--- src/rtl/ram_pkg.sv ---
// Shared definitions for the pipelined single-port RAM: FSM state codes,
// latency limit and the byte-enable merge helper.
package ram_pkg;

    typedef logic state_t;

    localparam state_t S_CLEAR = 1'b0;
    localparam state_t S_RUN   = 1'b1;

    localparam int RD_LAT_MAX = 4;

    // Widest word the merge helper handles; callers zero-extend narrower words.
    localparam int DATA_W_MAX = 64;
    localparam int BE_W_MAX   = DATA_W_MAX / 8;

    // Replace each byte of old_w whose enable bit is set with the same byte of new_w.
    function automatic logic [DATA_W_MAX-1:0] be_merge(
        input logic [DATA_W_MAX-1:0] old_w,
        input logic [DATA_W_MAX-1:0] new_w,
        input logic [BE_W_MAX-1:0]   be
    );
        logic [DATA_W_MAX-1:0] res;
        res = old_w;
        for (int i = 0; i < BE_W_MAX; i++) begin
            if (be[i]) res[8*i +: 8] = new_w[8*i +: 8];
        end
        return res;
    endfunction

endpackage

--- src/rtl/ram_rd_delay.sv ---
// Extra read-response register stages (valid/data/err) used when the read
// latency exceeds one cycle. STAGES=0 is a straight pass-through.
module ram_rd_delay #(
    parameter int DATA_W = 16,
    parameter int STAGES = 0
) (
    input  logic              clk,
    input  logic              rst,
    input  logic              in_valid,
    input  logic [DATA_W-1:0] in_data,
    input  logic              in_err,
    output logic              out_valid,
    output logic [DATA_W-1:0] out_data,
    output logic              out_err
);

    generate
        if (STAGES == 0) begin : g_pass
            logic unused_clk_rst;
            assign unused_clk_rst = clk ^ rst;
            assign out_valid = in_valid;
            assign out_data  = in_data;
            assign out_err   = in_err;
        end else begin : g_pipe
            logic [STAGES-1:0] v_q;
            logic [STAGES-1:0] e_q;
            logic [DATA_W-1:0] d_q [STAGES];

            // Shift the response down the pipe; reset flushes every in-flight read.
            always_ff @(posedge clk) begin
                if (!rst) begin
                    v_q <= '0;
                    e_q <= '0;
                    for (int i = 0; i < STAGES; i++) d_q[i] <= '0;
                end else begin
                    v_q[0] <= in_valid;
                    e_q[0] <= in_err;
                    d_q[0] <= in_data;
                    for (int i = 1; i < STAGES; i++) begin
                        v_q[i] <= v_q[i-1];
                        e_q[i] <= e_q[i-1];
                        d_q[i] <= d_q[i-1];
                    end
                end
            end

            assign out_valid = v_q[STAGES-1];
            assign out_data  = d_q[STAGES-1];
            assign out_err   = e_q[STAGES-1];
        end
    endgenerate

endmodule

--- src/rtl/ram_sp_pipe.sv ---
// Single-port synchronous RAM with valid/ready requests, byte-enable writes,
// a pipelined in-order read response and an optional post-reset clear.
//
// state   | meaning
// --------+------------------------------------------------------------
// S_CLEAR | zeroing one word per cycle at clr_addr; requests not accepted
// S_RUN   | accepting one request per cycle; init_done high
//
// req_ready/init_done are gated by rst so they read 0 while reset is held and
// rise on the first cycle rst is released when no clear is configured.
module ram_sp_pipe
    import ram_pkg::*;
#(
    parameter int DATA_W       = 16,
    parameter int ADDR_W       = 8,
    parameter int DEPTH        = 256,
    parameter int RD_LAT       = 1,
    parameter int CLEAR_ON_RST = 1
) (
    input  logic                clk,
    input  logic                rst,
    input  logic                req_valid,
    output logic                req_ready,
    input  logic                req_we,
    input  logic [DATA_W/8-1:0] req_be,
    input  logic [ADDR_W-1:0]   req_addr,
    input  logic [DATA_W-1:0]   req_wdata,
    output logic                rsp_valid,
    output logic [DATA_W-1:0]   rsp_rdata,
    output logic                rsp_err,
    output logic                init_done
);

    localparam logic [ADDR_W:0] DEPTH_L = (ADDR_W+1)'(DEPTH);
    localparam logic [ADDR_W:0] LAST_L  = (ADDR_W+1)'(DEPTH - 1);
    localparam int STAGES = (RD_LAT > RD_LAT_MAX) ? RD_LAT_MAX - 1 :
                            (RD_LAT < 1)          ? 0 : RD_LAT - 1;

    state_t            state_q;
    state_t            state_d;
    logic [ADDR_W-1:0] clr_addr_q;
    logic              clr_last;
    logic              clr_we;
    logic              run;
    logic              in_range;
    logic              acc_wr;
    logic              acc_rd;

    logic [DATA_W-1:0] mem [DEPTH];

    logic              rd_valid_q;
    logic              rd_err_q;
    logic [DATA_W-1:0] rd_data_q;

    assign clr_last = ({1'b0, clr_addr_q} == LAST_L);
    assign in_range = ({1'b0, req_addr} < DEPTH_L);
    assign acc_wr   = req_valid & run & req_we;
    assign acc_rd   = req_valid & run & ~req_we;

    // State register; reset picks the clear sequence or goes straight to run.
    always_ff @(posedge clk) begin
        if (!rst) state_q <= (CLEAR_ON_RST != 0) ? S_CLEAR : S_RUN;
        else      state_q <= state_d;
    end

    // Next state: leave the clear after the last word has been zeroed.
    always_comb begin
        state_d = state_q;
        case (state_q)
            S_CLEAR: if (clr_last) state_d = S_RUN;
            default: state_d = S_RUN;
        endcase
    end

    // FSM outputs: ready/init in run, clear writes while clearing.
    always_comb begin
        run    = rst & (state_q == S_RUN);
        clr_we = rst & (state_q == S_CLEAR);
    end

    assign req_ready = run;
    assign init_done = run;

    // Clear address counter, restarting at word 0 on every reset.
    always_ff @(posedge clk) begin
        if (!rst)        clr_addr_q <= '0;
        else if (clr_we) clr_addr_q <= clr_last ? '0 : clr_addr_q + 1'b1;
    end

    // Array write port: clear zeroes, accepted in-range writes merge enabled bytes.
    always_ff @(posedge clk) begin
        if (clr_we) begin
            mem[clr_addr_q] <= '0;
        end else if (acc_wr && in_range) begin
            mem[req_addr] <= DATA_W'(be_merge(DATA_W_MAX'(mem[req_addr]),
                                              DATA_W_MAX'(req_wdata),
                                              BE_W_MAX'(req_be)));
        end
    end

    // First read stage; data forced to 0 for idle cycles and out-of-range reads.
    always_ff @(posedge clk) begin
        if (!rst) begin
            rd_valid_q <= 1'b0;
            rd_err_q   <= 1'b0;
            rd_data_q  <= '0;
        end else begin
            rd_valid_q <= acc_rd;
            rd_err_q   <= acc_rd & ~in_range;
            rd_data_q  <= (acc_rd && in_range) ? mem[req_addr] : '0;
        end
    end

    ram_rd_delay #(
        .DATA_W (DATA_W),
        .STAGES (STAGES)
    ) u_rd_delay (
        .clk       (clk),
        .rst       (rst),
        .in_valid  (rd_valid_q),
        .in_data   (rd_data_q),
        .in_err    (rd_err_q),
        .out_valid (rsp_valid),
        .out_data  (rsp_rdata),
        .out_err   (rsp_err)
    );

endmodule
--- config.mk ---
export PLATFORM = sky130hd
export DESIGN_NAME = ram_sp_pipe
export DESIGN_NICKNAME = d
export VERILOG_FILES = /design/src/rtl/ram_pkg.sv /design/src/rtl/ram_rd_delay.sv /design/src/rtl/ram_sp_pipe.sv
export SDC_FILE = /design/constraint.sdc
export NUM_CORES = 2
export LEC_CHECK = 0
export ABC_AREA = 1
export CORE_ASPECT_RATIO = 1.75
export CORE_MARGIN = 5
export CORE_UTILIZATION = 40
export CTS_CLUSTER_DIAMETER = 200
export DETAILED_ROUTE_END_ITERATION = 6
export GPL_TIMING_DRIVEN = 1
export PLACE_DENSITY = 0.65
export SYNTH_ARGS = -nofsm -noshare
export SYNTH_HDL_FRONTEND = slang
export SYNTH_HIERARCHICAL = 1
export SYNTH_SLANG_ARGS = --single-unit
--- constraint.sdc ---
create_clock -name clk -period 11.1 [get_ports clk]
set_input_delay 1.665 -clock clk [delete_from_list [all_inputs] [get_ports clk]]
set_output_delay 1.665 -clock clk [all_outputs]
set_load 0.1 [all_outputs]
==> impl_metrics.py <==
metrics = {
    "outcome": {
        "status": "finished with violations",
        "violations": "DRC",
    },
    "floorplan": {
        "fp.dieW_um": 497,
        "dieArea_um2": 428000,
        "row_count": 312,
        "start_util_pct": 40.2,
        "fp.dieH_um": 861,
        "ios": 50,
        "core-area_um2": 413000,
    },
    "min_path": {
        "hold-path-endpoint": "clr_addr_q[1]",
        "hold_start": "clr_addr_q[1]",
        "hp-class": "reg2reg",
        "hold_depth": 2,
    },
    "synth": {
        "synth_top_family_by_area": "simple AND/OR/NAND/NOR gates",
        "synth-xor-area-share_pct": 0.00529,
        "synthSimpleGateAreaFrac_pct": 22.5,
        "synth_area_leaders": "edfxtp_1 (74%), nand3_1 (12%), nand2_1 (9.4%), buf_2 (1.4%), clkbuf_1 (0.71%)",
        "yosys.area_share.adder_pct": 0.00755,
        "muxShareOfSynthArea_pct": 0,
        "synth_cell_types": 35,
        "synthesis.area_um2": 166000,
        "synth_cells": 13743,
        "syn_nets": 13774,
        "synth_compound_area_share_pct": 0.183,
        "ys_async_sr_fraction_pct": 0,
        "seq_area_frac_synth_pct": 74.5,
        "yosys.area.top_type_share_pct": 74.2,
        "yosys_warnings": 6,
        "yosysMostFrequentCell": "nand2_1",
        "synth-edff-count": 4096,
        "synth_top_cell_by_area": "edfxtp_1",
        "synthTopCellsByCount": "nand2_1 (4147), edfxtp_1 (4096), nand3_1 (4064), buf_2 (476), clkbuf_1 (313)",
        "ys_seq_elements": 4122,
        "synth_ff_type": "edfxtp_1",
        "syn_avg_cell_area_um2": 12.1,
    },
    "timing": {
        "setup_violations": 0,
        "post-route-min-period_ns": 6.79,
        "tightestPinTransition_ns": 1.50,
        "setup-tns-final_ns": 0,
        "rsz0062_at_grt": "no",
        "holdWs_ns": 0.527,
        "hold_viol_final": 0,
        "clock_skew_ns": 0.114,
        "timing.fmax_ghz": 0.147,
        "maxSlewHeadroom_pct": 0.104,
        "slew_violations": 0,
        "fin_crit_sh_pct": 61.1,
    },
    "global_route": {
        "grt_pass1_vias": 103887,
        "grt_use_total_pct": 22.3,
        "grt-ovfl-total": 0,
        "grt_max_degree": 209,
        "grt_pass1_wl_mm": 710,
        "antenna_found_initial": 13,
    },
    "clocking": {
        "cts-root-buf": "clkbuf_16",
        "cts_tree": "built",
        "cts.htree.levels": 5,
        "clock_latency_ns": 0.96,
        "cts_buffers": 338,
        "clock-sinks": 4122,
        "clk_pin_slew_worst_paths_ns": 0.07,
        "clock_path_buffers": 4,
        "cts_repair_resize_count": 0,
        "ctsHoldBuffers": 0,
        "cts_setup_buffers": 0,
    },
    "drt": {
        "avgRoutedWirePerCell_um": 25.4,
        "routed_wl_mm": 492,
        "vias": 109448,
        "first_pass_iters": 7,
        "vias_per_cell": 5.66,
        "drt_iter0_drc": 12991,
        "route.detailed.drc": 5,
        "final_antenna_net_count": 0,
    },
    "setup_path": {
        "r2r_setup_slack_ns": 6.24,
        "reg2reg_depth": 12,
        "crit_type": "in2reg",
        "reg2reg_from": "state_q",
        "required_ns": 11.60,
        "cp-start-kind": "primary input",
        "crit_fanout": 191,
        "arrival_ns": 7.29,
        "worst_r2r_endpoint": "mem[23][11]",
        "endpoint_kind": "flip-flop",
    },
    "pwr": {
        "ir_worst_vdd_v": 0.000202,
        "p_leak_nw": 67.3,
        "cellPowerDensity_nw_per_um2": 166,
    },
    "final_layout": {
        "num-fill-cells": 36698,
        "multiInputGateArea_um2": 38000,
        "register_area_um2": 124000,
        "syn_to_final_growth_pct": 10.9,
        "nets": 13595,
        "drive_gt1_share_pct": 7.27,
    },
    "placed_design": {
        "port_buffers": 48,
        "place_congestion": 0.865,
        "hpwl_mm": 271,
    },
    "job": {
        "drv_cap": 0,
    },
}
[through the flow]
| stage | utilization (%) | cells | instance area, um2 | total power, mW | setup WS [ns] |
|---|---|---|---|---|---|
| 4_1_cts | 44.5 | 19326 | 184000 | 30.5 | 4.58 |
| 3_5_place_dp | 41.9 | 18719 | 173000 | 18.6 | 3.61 |
| 5_1_grt | 44.5 | 19327 | 184000 | 31.2 | 4.25 |
| 6_report | 44.5 | 19333 | 184000 | 30.4 | 4.31 |
| 2_1_floorplan | - | 13743 | 166000 | 18.1 | -0.300 |
| 3_3_place_gp | 41.9 | 18718 | 173000 | 18.6 | 3.71 |
[critical path, cell delays in order]
cell and delay (ns):
buf_16 0.22, inv_8 0.63, buf_4 0.52, buf_12 0.45, nand2_1 0.10, nand3_1 0.10, nand3_1 0.13, nand3_1 0.14
nand3_1 0.21, nand3_1 0.32, nand3_1 0.20, nand3_1 0.35, nand2_1 0.30, a21oi_4 0.40, buf_12 0.50
[registers in the layout, indices dropped and copies added, names as in the netlist]
name and count:
rd_valid_q 1, mem 4096, clr_addr_q 8, rd_data_q 16, state_q 1
[per-layer routing]
metal / up-vias / wire length [um] / track usage, %
li1: 48523 / - / -
met1: 54095 / 172000 / 26.8
met2: 5588 / 240000 / 37.4
met3: 1232 / 41900 / 3.27
met4: 10 / 38100 / 14.7
met5: - / 74 / 0
[area by class of cell]
| type | count | share of cell area (%) |
|---|---|---|
| well taps | 5495 | 3.74 |
| repair buffers | 441 | 2.28 |
| multi-input cells | 8600 | 20.7 |
| clock inverters | 198 | 1.06 |
| clock buffers | 409 | 4.87 |
| diodes | 7 | 0.00953 |
| flip-flops and latches | 4122 | 67.2 |
| inverters | 61 | 0.145 |
[cell usage in the layout (no fill, tap or decap), drive strengths merged]
cell type and count:
nand3 4065, nand2 4161, clkbuf 409, clkdlybuf4s50 41
o21ai 27, buf 400, nor3b 1, a21oi 20
nor2 313, clkinv 144, edfxtp 4096, o21bai 1
conb 1, nand4 1, a211oi 1, inv 70
dfxtp 26, clkinvlp 11, bufinv 34, nor4 1
o21a 1, xor2 1, nor3 5, diode 7
ha 1
[how the worst max path moves through the flow]
stage,startpoint,endpoint,slack [ns]
2_1_floorplan,req_addr[2],mem[0][1],-0.30
3_3_place_gp,req_addr[0],mem[90][4],3.71
3_5_place_dp,req_addr[0],mem[90][4],3.61
4_1_cts,req_addr[0],mem[82][4],4.58
5_1_grt,req_addr[0],mem[76][5],4.25
6_report,req_addr[0],mem[219][7],4.31
[power breakdown]
part           switching, mW  internal [mW]  total, mW
logic                   1.13          0.340       1.47
clock network           5.54           6.57       12.1
registers            0.00275           16.8       16.8
total                   6.68           23.7       30.4
[cells by family after synthesis]
group,after synthesis
simple gates,8547
other cells,1
xor+xnor,1
flops,4122
fa+ha+maj,1
compound gates,50
buf+inv,1021
(Power assumes the default switching activity.)
